[src/rtl/usb_tx_scheduler_pkg.sv]
// Shared types for the USB transmit scheduler: packet command codes,
// scheduler states and the default payload limit.
package usb_tx_pkg;

    typedef enum logic [1:0] {
        PKT_NONE = 2'b00,
        PKT_ACK  = 2'b01,
        PKT_NAK  = 2'b10,
        PKT_DATA = 2'b11
    } tx_packet_t;

    typedef enum logic [2:0] {
        ST_IDLE,
        ST_ISSUE,
        ST_WAIT_START,
        ST_WAIT_END,
        ST_GAP
    } sched_state_t;

    localparam int MAX_DATA_SIZE_DEF = 64;

endpackage

[src/rtl/usb_tx_sched_counter.sv]
// 8-bit saturating counter with synchronous clear, enable and an
// equal-to-target flag; shared by the start timeout and the inter-packet gap.
module usb_tx_sched_counter
    import usb_tx_pkg::*;
(
    input  logic       clk,
    input  logic       n_rst,
    input  logic       clr,
    input  logic       en,
    input  logic [7:0] target,
    output logic       eq
);

    logic [7:0] count;

    always_ff @(posedge clk or negedge n_rst) begin
        if (!n_rst) begin
            count <= 8'd0;
        end else if (clr) begin
            count <= 8'd0;
        end else if (en && (count != 8'hFF)) begin
            count <= count + 8'd1;
        end
    end

    assign eq = (count == target);

endmodule

[src/rtl/usb_tx_scheduler.sv]
// Arbitrates handshake and data requesters onto usb_TX: one-cycle packet
// command, busy-window tracking, start timeout, inter-packet gap, done/err.
module usb_tx_scheduler
    import usb_tx_pkg::*;
#(
    parameter int IPG_CYCLES    = 16,
    parameter int START_TIMEOUT = 8,
    parameter int MAX_DATA_SIZE = MAX_DATA_SIZE_DEF
) (
    input  logic       clk,
    input  logic       n_rst,
    input  logic       hs_req,
    input  logic       hs_nak,
    input  logic       data_req,
    input  logic [6:0] data_size,
    input  logic       tx_busy,
    output logic [1:0] TX_packet,
    output logic [6:0] TX_packet_data_size,
    output logic       hs_done,
    output logic       data_done,
    output logic       tx_err,
    output logic       sched_busy
);

    // The counter is cleared on leaving ISSUE, so it reads k-1 in the k-th
    // cycle after ISSUE; matching START_TIMEOUT-2 lands the pulse START_TIMEOUT
    // cycles after ISSUE.
    localparam logic [7:0] GAP_TGT = 8'(IPG_CYCLES);
    localparam logic [7:0] TO_TGT  = (START_TIMEOUT >= 2) ? 8'(START_TIMEOUT - 2) : 8'd0;
    localparam logic [7:0] MAX_SZ  = 8'(MAX_DATA_SIZE);

    sched_state_t state, state_next;
    tx_packet_t   pkt_q;
    logic [6:0]   size_q;
    logic         owner_hs;

    logic latch, cnt_clr, cnt_en, cnt_eq;
    logic hs_set, data_set, err_set;
    logic oversize;

    assign oversize = ({1'b0, data_size} > MAX_SZ);

    usb_tx_sched_counter u_counter (
        .clk    (clk),
        .n_rst  (n_rst),
        .clr    (cnt_clr),
        .en     (cnt_en),
        .target ((state == ST_GAP) ? GAP_TGT : TO_TGT),
        .eq     (cnt_eq)
    );

    always_ff @(posedge clk or negedge n_rst) begin
        if (!n_rst) begin
            state     <= ST_IDLE;
            owner_hs  <= 1'b0;
            hs_done   <= 1'b0;
            data_done <= 1'b0;
            tx_err    <= 1'b0;
        end else begin
            state     <= state_next;
            hs_done   <= hs_set;
            data_done <= data_set;
            tx_err    <= err_set;
            if (latch) begin
                owner_hs <= hs_req;
            end
        end
    end

    // Payload latches only carry meaning while the owner is active.
    always_ff @(posedge clk) begin
        if (latch) begin
            pkt_q  <= hs_req ? (hs_nak ? PKT_NAK : PKT_ACK) : PKT_DATA;
            size_q <= hs_req ? 7'd0 : data_size;
        end
    end

    always_comb begin
        state_next = state;
        latch      = 1'b0;
        cnt_clr    = 1'b0;
        cnt_en     = 1'b0;
        hs_set     = 1'b0;
        data_set   = 1'b0;
        err_set    = 1'b0;
        case (state)
            ST_IDLE: begin
                if (hs_req || data_req) begin
                    latch = 1'b1;
                    if (!hs_req && oversize) begin
                        data_set   = 1'b1;
                        err_set    = 1'b1;
                        cnt_clr    = 1'b1;
                        state_next = ST_GAP;
                    end else begin
                        state_next = ST_ISSUE;
                    end
                end
            end
            ST_ISSUE: begin
                cnt_clr    = 1'b1;
                state_next = ST_WAIT_START;
            end
            ST_WAIT_START: begin
                if (tx_busy) begin
                    state_next = ST_WAIT_END;
                end else if (cnt_eq) begin
                    hs_set     = owner_hs;
                    data_set   = !owner_hs;
                    err_set    = 1'b1;
                    cnt_clr    = 1'b1;
                    state_next = ST_GAP;
                end else begin
                    cnt_en = 1'b1;
                end
            end
            ST_WAIT_END: begin
                if (!tx_busy) begin
                    hs_set     = owner_hs;
                    data_set   = !owner_hs;
                    cnt_clr    = 1'b1;
                    state_next = ST_GAP;
                end
            end
            ST_GAP: begin
                if (cnt_eq) begin
                    state_next = ST_IDLE;
                end else begin
                    cnt_en = 1'b1;
                end
            end
            default: state_next = ST_IDLE;
        endcase
    end

    assign TX_packet  = (state == ST_ISSUE) ? pkt_q : PKT_NONE;
    assign sched_busy = (state != ST_IDLE);
    assign TX_packet_data_size =
        ((state == ST_ISSUE) || (state == ST_WAIT_START) || (state == ST_WAIT_END)) ? size_q : 7'd0;

endmodule

[config.mk]
export PLATFORM = sky130hd
export DESIGN_NAME = usb_tx_scheduler
export DESIGN_NICKNAME = d
export VERILOG_FILES = /design/src/rtl/usb_tx_scheduler_pkg.sv /design/src/rtl/usb_tx_sched_counter.sv /design/src/rtl/usb_tx_scheduler.sv
export SDC_FILE = /design/constraint.sdc
export NUM_CORES = 1
export LEC_CHECK = 0
export ABC_AREA = 0
export CORE_MARGIN = 5
export CORE_UTILIZATION = 53
export CTS_BUF_LIST = sky130_fd_sc_hd__clkbuf_2 sky130_fd_sc_hd__clkbuf_4 sky130_fd_sc_hd__clkbuf_8
export DETAILED_ROUTE_END_ITERATION = 12
export GPL_TIMING_DRIVEN = 0
export PLACE_DENSITY_LB_ADDON = 0.25
export SLEW_MARGIN = 30
export SYNTH_ARGS = -nofsm -noshare
export SYNTH_HDL_FRONTEND = slang
export SYNTH_HIERARCHICAL = 1
export SYNTH_SLANG_ARGS = --single-unit
[constraint.sdc]
create_clock -name clk -period 2.57 [get_ports clk]
set_input_delay 0.6425 -clock clk [delete_from_list [all_inputs] [get_ports clk]]
set_output_delay 0.6425 -clock clk [all_outputs]
set_load 0.05 [all_outputs]
Yosys cells after proc, flatten, opt, wreduce, memory -nomap -nowiden

Index checks and enable logic that the tools add are counted.

Bits in registers: 24
Word-level logic and storage cells: 64

Add/subtract/negate cells: 1
Order comparisons: 1
Equality and inequality tests: 10
Mux-type cells: 33
Reductions and logical operators: 11

Operators by type and width:

| operator                                                              | number |
|---|---|
| 3-bit 2-to-1 mux                                                      | 6 |
| 8-bit 2-to-1 mux                                                      | 2 |
| 1-bit 2-to-1 mux                                                      | 15 |
| 3-bit case mux with 5 select lines                                    | 1 |
| 8-bit by 1-bit adder with 8-bit output, second input constant         | 1 |
| 8-bit by 5-bit equality test with 1-bit output                        | 1 |
| 8-bit inequality test, second input constant                          | 1 |
| 7-bit greater-than comparator, second input constant                  | 1 |
| 7-bit 2-to-1 mux                                                      | 1 |
| 3-bit by 2-bit equality test with 1-bit output, second input constant | 2 |
| 2-bit inequality test, second input constant                          | 3 |
| 1-bit case mux with 2 select lines                                    | 3 |
| 5-bit 2-to-1 mux                                                      | 1 |
| 2-bit 2-to-1 mux                                                      | 2 |
| 1-bit case mux with 4 select lines                                    | 1 |
| 4-bit AND reduction                                                   | 1 |
| 3-bit by 1-bit equality test with 1-bit output, second input constant | 1 |
| 3-bit equality test, second input constant                            | 1 |
| 3-bit logical NOT                                                     | 1 |
| 1-bit logical OR                                                      | 3 |
| 3-bit inequality test, second input constant                          | 1 |
| 1-bit case mux with 3 select lines                                    | 1 |
| 3-bit nonzero test                                                    | 1 |
| 1-bit logical AND                                                     | 2 |
| 2 further kinds                                                       | 3 |

Logic depth before layout (Yosys ltp)

Gate-level depths: netlist of the first run.

Depth after elaboration: 9
Mapped depth: 11
Depth with buffers taken out: 10

By module

The synthesis of the first run kept the hierarchy.

Modules (own cells, without submodules):

| module               | times used | cells each | area each (um2) | seq. area each (um2) |
|---|---|---|---|---|
| usb_tx_scheduler     | 1          | 69         | 764.5           | 445.4 |
| usb_tx_sched_counter | 1          | 59         | 603.1           | 200.2 |

Worst setup path after synthesis of the first run

Ideal clock, no wire load.

Path type: register to register
From: register state[0]
To: register u_counter.count[5]
Library setup time: 0.125 ns
Arrival time: 2.101 ns
Data required time: 2.445 ns
Path slack: 0.344 ns
Cell stages (with the launch flop): 10
Period minus slack after synthesis: 2.226 ns
Cell sequence: dfrtp_1 -> nor2_1 -> nand2_1 -> xnor2_1 -> nand4_1 -> nor2_1 -> nor3_1 -> nand4_1 -> a211oi_2 -> mux2_4

Cells in the longest elaborated chain, start to end: 8
Elaborated cells on any way between the ends: 16
Classes of those cells: 5 x eq/ne; 8 x mux; 3 x reduce/logical

Ends and longest elaborated chain:

| item                                             | RTL line                                         | source |
|---|---|---|
| from (decl)                                      | usb_tx_scheduler.sv:32                           | `sched_state_t state, state_next;` |
| from (signal assigned)                           | usb_tx_scheduler.sv:60                           | `state <= state_next;` |
| 3-bit equality test *                            | usb_tx_scheduler.sv:48                           | `.target ((state == ST_GAP) ? GAP_TGT : TO_TGT),` |
| 5-bit 2-to-1 mux *                               | usb_tx_scheduler.sv:48                           |  |
| 8-bit by 5-bit equality test with 1-bit output * | usb_tx_sched_counter.sv:26                       | `assign eq = (count == target);` |
| via cnt_eq                                       | usb_tx_scheduler.sv:37                           | `logic latch, cnt_clr, cnt_en, cnt_eq;` |
| 1-bit 2-to-1 mux *                               | usb_tx_scheduler.sv:107, usb_tx_scheduler.sv:126 |  |
| 1-bit 2-to-1 mux                                 | usb_tx_scheduler.sv:105                          | `if (tx_busy) begin` |
| 1-bit case mux with 2 select lines *             | usb_tx_scheduler.sv:86                           | `case (state)` |
| via cnt_en                                       | usb_tx_scheduler.sv:37                           |  |
| 1-bit logical AND *                              | usb_tx_sched_counter.sv:21                       | `end else if (en && (count != 8'hFF)) begin` |
| 2-bit nonzero test (no line) *                   | --                                               |  |
| to (signal assigned)                             | usb_tx_sched_counter.sv:22                       | `count <= count + 8'd1;` |
| to (decl)                                        | usb_tx_sched_counter.sv:14                       | `logic [7:0] count;` |

The timed path passes the listed nets; every way through them passes the cells marked *.
A chain may end at the register's enable or synchronous reset.

Worst setup path after layout of the first run

Ends and elaborated chain as after synthesis.

==> results of run 1 <==
==> cells by family (layout without fill, tap and decap cells) <==
family	Yosys count	count (layout)
AOI/OAI and AO/OA	20	20
xor gates and xnor gates	8	8
adders and majority gates	1	1
buffers and inverters	10	38
DFF	24	24
muxes	5	5
other	1	5
and+or+nand+nor	59	59
==> sequential cells by signal, summed over array words and instances (netlist names) <==
name and count:
owner_hs 1, size_q 7, pkt_q 2, tx_err 1
u_counter/count 8, hs_done 1, data_done 1, state 3
==> path summary, 6_finish.rpt <==
check | to | depth (start not counted) | slack, ns
setup / recovery | u_counter/count[5] | 9 | 0.13
hold / removal | data_done | 1 | 0.48
setup reg to reg | u_counter/count[5] | 9 | 0.13
hold reg to reg | data_done | 1 | 0.48
max in group asynchronous | u_counter/count[2] | 1 | 1.41
min in group asynchronous | state[0] | 1 | 0.72
==> through the flow <==
stage	cell area [um2]	instances
2_1_floorplan	1380	132
3_3_place_gp	1670	187
3_5_place_dp	1670	187
4_1_cts	1710	190
5_1_grt	1730	190
6_report	1730	190
==> routing by layer <==
| metal | GRT usage [%] | share of wire (%) | up-vias |
|---|---|---|---|
| met5 | 0 | 0 | - |
| met4 | 5.57 | 1.2 | 0 |
| met3 | 3.40 | 4.4 | 4 |
| met2 | 29.9 | 50 | 21 |
| met1 | 23.9 | 44 | 484 |
| li1 | - | - | 510 |
==> power groups by stage <==
stage          combinational (uW)  sequential [uW]  clock, uW
2_1_floorplan                 682              588          0
3_3_place_gp                  958              575          0
3_5_place_dp                  991              585          0
4_1_cts                       962              577        187
5_1_grt                      1040              593        212
6_report                      977              579        181
==> cell type report <==
cell class | count | area [um2]
Tap cell | 30 | 37.5
Buffer | 4 | 31.3
Timing Repair Buffer | 25 | 260
Multi-Input combinational cell | 98 | 703
Sequential cell | 24 | 646
Fill cell | 200 | 751
Inverter | 5 | 18.8
Clock buffer | 4 | 30.0
==> worst max-delay path, cell delays in order (launching register included) <==
cell	delay, ns
dfrtp_1	0.48
nor2_1	0.22
nand2_1	0.17
xnor2_1	0.17
nand4_1	0.12
nor2_2	0.08
nor3_2	0.27
nand4_1	0.20
a211oi_2	0.29
mux2_4	0.33
==> synthesized netlist by cell type, types with 3 or more instances <==
| master | number | area [um2] |
|---|---|---|
| edfxtp_1 | 9 | 270 |
| dfrtp_1 | 15 | 375 |
| a21oi_1 | 3 | 15.0 |
| nor2_1 | 9 | 33.8 |
| inv_1 | 5 | 18.8 |
| nor3_1 | 3 | 15.0 |
| nand2_1 | 6 | 22.5 |
| xnor2_1 | 8 | 70.1 |
| nor2b_1 | 11 | 68.8 |
| nand4_1 | 4 | 25.0 |
| nand2b_1 | 3 | 18.8 |
| mux2_4 | 4 | 60.1 |
| and2_1 | 9 | 56.3 |
==> repair_timing <==
| action | CTS | global route |
|---|---|---|
| pin swaps | 0 | 1 |
| endpoints found under the setup margin | 11 | 15 |
| gates resized for setup | 29 | 4 |
==> results.txt, run 1 <==
Drt initial violations -> 47
Post-synthesis cell count -> 128
Mux contribution to synthesized area -> 5.12%
Sink Count -> 24
Die Wd -> 60.8 um
CP required -> 2.78 ns
HP Start -> owner_hs
Async set-reset flop share out of synthesis -> 62.5%
Global-route wire length before repair -> 4.80 mm
Avg WL per Cell -> 15.1 um
Clock latency at the later pin of the worst-skew pair -> 0.32 ns
Via-per-instance ratio -> 5.36
Yosys cell types -> 45
Crit Path Category -> flip-flop to flip-flop
Max-Slew Margin vs Limit -> 54.5%
PD cells -> 1010 nW/um2
Fin Hold WS -> 0.485 ns
Synth Area in XOR/XNOR -> 5.12%
Post-DP HPWL -> 2.20 mm
DRC -> 0
Clock root cell -> clkbuf_4
Cell Int Power -> 916 uW
Switching share of power -> 47.2%
Num rows -> 18
GRT Total Usage -> 18.0%
Sequential cell area fraction in the yosys report -> 47.2%
WP data arrival -> 2.65 ns
Total CTS buffers -> 3
Largest net degree at the start of global routing -> 16
H-tree levels -> 1
Worst slack, placed -> -0.247 ns
Final GP Congestion -> 0.847
Share of layout cells above drive strength 1 -> 21.9%
Max_cap viols -> 0
Die height -> 60.8 um
Post-synth EDFFs -> 9
Worst r2r src -> state[0]
Syn Area/Cell -> 10.7 um2
Slew at the pin closest to its max-slew limit -> 0.680 ns
Startpoint types -> flip-flop
Maximum buffer depth of the clock tree -> 2
Crit share post-route -> 94.9%
Worst ir drop on vdd -> 0.996 mV
Logic pwr share -> 56.2%
Die ar. -> 3700 um2
Synth-to-layout area growth -> 26.3%
Primary FF master, synth -> dfrtp_1
Crit. Startpoint -> state[0]
GRT overflow -> 0
Mapped Area -> 1370 um2
Setup violators final -> 0
Setup TNS -> 0 ns
Outcome -> completed
Count of buffers from port buffering -> 25
Hold Buf Count CTS -> 0
Crit-path max FO -> 8
Tot Pwr -> 1740 uW
Core area -> 2480 um2
Critical path endpoint category -> flip-flop
Compound-Gate Fraction of Synth Area -> 11.3%
Antenna violations before repair -> 0
Final wirelength -> 2.87 mm
Fin. Hold Viols -> 0
Via count -> 1,019
Simple-gate share of the synthesized area -> 26.2%
Number of placed I/O pins -> 26
Leakage -> 0.000685 uW
Setup Buffers After CTS -> 0
Commonest non-fill, non-tap cells in the layout -> 15 x dfrtp_1, 15 x clkdlybuf4s50_1, 11 x nor2b_1
Starting Density -> 55.2%
Clock share of power -> 10.4%
FF+latch count, synth -> 24
Min cycle time layout -> 2.44 ns
Diode count -> 0
Pre-antenna DRT Iters -> 4
Final Util -> 69.7%
Worst hold path class -> flip-flop to flip-flop
Largest family of logic cells by synthesized area -> simple AND/OR/NAND/NOR gates
Number of global-route vias before repair -> 1,018
CTS tree -> yes
Fmax achieved -> 410 MHz
Setup slack after layout -> 0.132 ns
Final ANT Viol Nets -> 0
Slew Limit Fails -> 0
Post-synthesis adder-cell area fraction -> 0.915%
Clk_skew -> 0.00729 ns
Clk pin slew, worst setup/hold paths -> 0.13 ns
Sequential share of power -> 33.3%
YS warnings -> 6
# nets final -> 175
Net switching power -> 820 uW
(Power assumes the default switching activity.)
==> inputs of run 2 (changes only) <==
--- a/config.mk
+++ b/config.mk
@@ -6,6 +6,7 @@
 export NUM_CORES = 1
 export LEC_CHECK = 0
 export ABC_AREA = 0
+export CORE_ASPECT_RATIO = 0.8
 export CORE_MARGIN = 5
 export CORE_UTILIZATION = 53
 export CTS_BUF_LIST = sky130_fd_sc_hd__clkbuf_2 sky130_fd_sc_hd__clkbuf_4 sky130_fd_sc_hd__clkbuf_8
==> results.txt, run 2 (synthesis gave the netlist of run 1 again) <==
Outcome -> completed (unchanged)
Setup TNS -> 0 ns (unchanged)
Setup Buffers After CTS -> 0 (unchanged)
Slowest stage delay, CP -> 0.49 ns (was 0.48 ns)
Final wirelength -> 2.87 mm (about the same)
Critical path endpoint category -> flip-flop (unchanged)
Post-route cell area -> 1750 um2 (was 1730 um2)
Via-per-instance ratio -> 5.38 (was 5.36)
PD cells -> 1000 nW/um2 (was 1010 nW/um2)
Crit Path Category -> flip-flop to flip-flop (unchanged)
Count of buffers from port buffering -> 25 (unchanged)
Commonest non-fill, non-tap cells in the layout -> 15 x clkdlybuf4s50_1, 14 x dfrtp_1, 11 x nor2b_1 (was 15 x dfrtp_1, 15 x clkdlybuf4s50_1, 11 x nor2b_1)
Worst Path Buf+Inv -> 2 (was 0)
Hold Path End -> data_done (unchanged)
Slowest CP cell -> dfrtp_2 (was dfrtp_1)
Slew at the pin closest to its max-slew limit -> 0.672 ns (was 0.680 ns)
Reg2reg path depth -> 11 (was 9)
Post-DP HPWL -> 2.17 mm (was 2.20 mm)
FILL cells -> 189 (was 200)
GRT Total Usage -> 17.2% (was 18.0%)
Global-route wire length before repair -> 4.84 mm (was 4.80 mm)
WP data arrival -> 2.59 ns (was 2.65 ns)
Capture point of the worst reg-to-reg path -> u_counter/count[3] (was u_counter/count[5])
Clk_skew -> 0.00617 ns (was 0.00729 ns)
Final GP Congestion -> 0.766 (was 0.847)
RSZ-0062 raised after global routing -> no
CP most frequent cell -> nor2_1 (was nand4_1)
DRC -> 0 (unchanged)
Number of placed I/O pins -> 26 (unchanged)
Clk pin slew, worst setup/hold paths -> 0.12 ns (was 0.13 ns)
Synth-to-layout area growth -> 27.6% (was 26.3%)
Largest regs -> u_counter/count: 8 flops, size_q: 7 flops, state: 3 flops (unchanged)
Top reg by flops -> u_counter/count (unchanged)
R2R Setup Slk -> 0.18 ns (was 0.13 ns)
Max_cap viols -> 0 (unchanged)
Startpoint types -> flip-flop (unchanged)
Post-Place Cells -> 193 (was 187)
Avg WL per Cell -> 14.6 um (was 15.1 um)
# nets final -> 176 (was 175)
Worst r2r src -> state[0] (unchanged)
Sink Count -> 24 (unchanged)
Worst Hold Path Cells -> 1 (unchanged)
HP Start -> owner_hs (unchanged)
Setup violators final -> 0 (unchanged)
CP Cell Sequence -> nor2_1, nand2_2, inv_1, xnor2_1, nand4_1, nor2_4, o21ai_1, nand3_1, clkbuf_4, nor2_1, mux2_4 (was nor2_1, nand2_1, xnor2_1, nand4_1, nor2_2, nor3_2, nand4_1, a211oi_2, mux2_4)
Crit share post-route -> 92.9% (was 94.9%)
Setup slack after layout -> 0.182 ns (was 0.132 ns)
Met1 usage in global routing -> 22.6% (was 23.9%)
Clock latency at the later pin of the worst-skew pair -> 0.31 ns (was 0.32 ns)
Crit. Startpoint -> state[0] (unchanged)
Die ar. -> 3700 um2 (about the same)
Antenna violations before repair -> 0 (unchanged)
Clock root cell -> clkbuf_4 (unchanged)
Final ANT Viol Nets -> 0 (unchanged)
Worst slack, placed -> -0.315 ns (was -0.247 ns)
Slew Limit Fails -> 0 (unchanged)
Fin Hold WS -> 0.482 ns (was 0.485 ns)
CP required -> 2.77 ns (was 2.78 ns)
H-tree levels -> 1 (unchanged)
Crit-path max FO -> 10 (was 8)
Worst hold path class -> flip-flop to flip-flop (unchanged)
GRT overflow -> 0 (unchanged)
Worst ir drop on vdd -> 0.601 mV (was 0.996 mV)
Drt initial violations -> 43 (was 47)
Die height -> 55.4 um (was 60.8 um)
Diode count -> 0 (unchanged)
Routing usage on met2 -> 27.4% (was 29.9%)
Fin. Hold Viols -> 0 (unchanged)
Maximum buffer depth of the clock tree -> 2 (unchanged)
Die Wd -> 66.8 um (was 60.8 um)
Number of flip-flops in the largest register -> 8 (unchanged)
Leakage -> 0.000685 uW (about the same)
Largest net degree at the start of global routing -> 16 (unchanged)
Starting Density -> 55.5% (was 55.2%)
Number of global-route vias before repair -> 1,045 (was 1,018)
Pre-antenna DRT Iters -> 4 (unchanged)
Gr busiest metal -> met2 (unchanged)
Post-route non-filler standard cell count -> 197 (was 190)
Hold Buf Count CTS -> 0 (unchanged)
Num rows -> 16 (was 18)
Fmax achieved -> 419 MHz (was 410 MHz)
Total CTS buffers -> 3 (unchanged)
Routing usage on met3 -> 5.68% (was 3.40%)
Cell family with the largest share of critical-path delay -> simple AND/OR/NAND/NOR gates (unchanged)
CTS tree -> yes (unchanged)
Via count -> 1,059 (was 1,019)
Most common cell after layout, fill and taps aside -> clkdlybuf4s50_1
Max-Slew Margin vs Limit -> 55.1% (was 54.5%)
Core area -> 2460 um2 (was 2480 um2)
Share of layout cells above drive strength 1 -> 23.0% (was 21.9%)
Min cycle time layout -> 2.39 ns (was 2.44 ns)
Placed cell area -> 1680 um2 (was 1670 um2)
==> run 2: cell count changes in the layout (fill, tap and decap cells not counted), sizes merged <==
cell	before	now
clkbuf	5	7
clkdlybuf4s15	9	8
==> run 2: final cells by class <==
type | instances | area (um2) | share of cell area [%]
Multi-Input combinational cell | 98 | 712 | 40.8
Sequential cell | 24 | 647 | 37.1
Tap cell | 36 | 45.0 | 2.58
Inverter | 5 | 18.8 | 1.08
Timing Repair Buffer | 25 | 254 | 14.6
Clock buffer | 4 | 30.0 | 1.72
Buffer | 5 | 38.8 | 2.22
==> run 2: how the worst max path moves through the flow <==
stage | slack (ns) | cells after the start | end
after global placement | -0.23 | 7 | u_counter/count[5]
final | 0.18 | 11 | u_counter/count[3]
after global routing | 0.02 | 11 | u_counter/count[3]
after floorplan | 0.34 | 9 | u_counter/count[5]
after CTS | 0.02 | 4 | TX_packet[1]
after detailed placement | -0.31 | 7 | u_counter/count[5]
==> run 2: metal layers <==
| layer | part of all wire (%) | routed length (um) |
|---|---|---|
| met5 | 0 | 0 |
| met4 | 0.52 | 15 |
| met3 | 5.6 | 160 |
| met2 | 50 | 1440 |
| met1 | 44 | 1260 |
==> run 2: repair_timing <==
item | CTS | global route
hold endpoints to repair | 0 | 0
setup endpoints to repair | 14 | 14
pin swaps | 0 | 2
gates resized for setup | 29 | 10
==> run 2: report_power, final <==
part	switching, uW	leakage, uW	total (uW)	internal [uW]
sequential	76.8	0.000283	584	508
clock	104	0.0000184	175	71.1
combinational	647	0.000384	994	346
total	828	0.000685	1750	925
==> run 2: stage by stage <==
stage / power (uW) / util (%)
4_1_cts: 1730 / 70.0
6_report: 1750 / 70.9
3_3_place_gp: 1540 / 68.1
2_1_floorplan: 1270 / -
5_1_grt: 1860 / 70.9
3_5_place_dp: 1570 / 68.1
==> inputs of run 3 (changes only) <==
--- a/config.mk
+++ b/config.mk
@@ -9,7 +9,7 @@
 export CORE_ASPECT_RATIO = 0.8
 export CORE_MARGIN = 5
 export CORE_UTILIZATION = 53
-export CTS_BUF_LIST = sky130_fd_sc_hd__clkbuf_2 sky130_fd_sc_hd__clkbuf_4 sky130_fd_sc_hd__clkbuf_8
+export CTS_BUF_LIST = sky130_fd_sc_hd__clkbuf_4
 export DETAILED_ROUTE_END_ITERATION = 12
 export GPL_TIMING_DRIVEN = 0
 export PLACE_DENSITY_LB_ADDON = 0.25
==> results of run 3 <==
Final layout, timing and power as in run 2 (identical DEF).
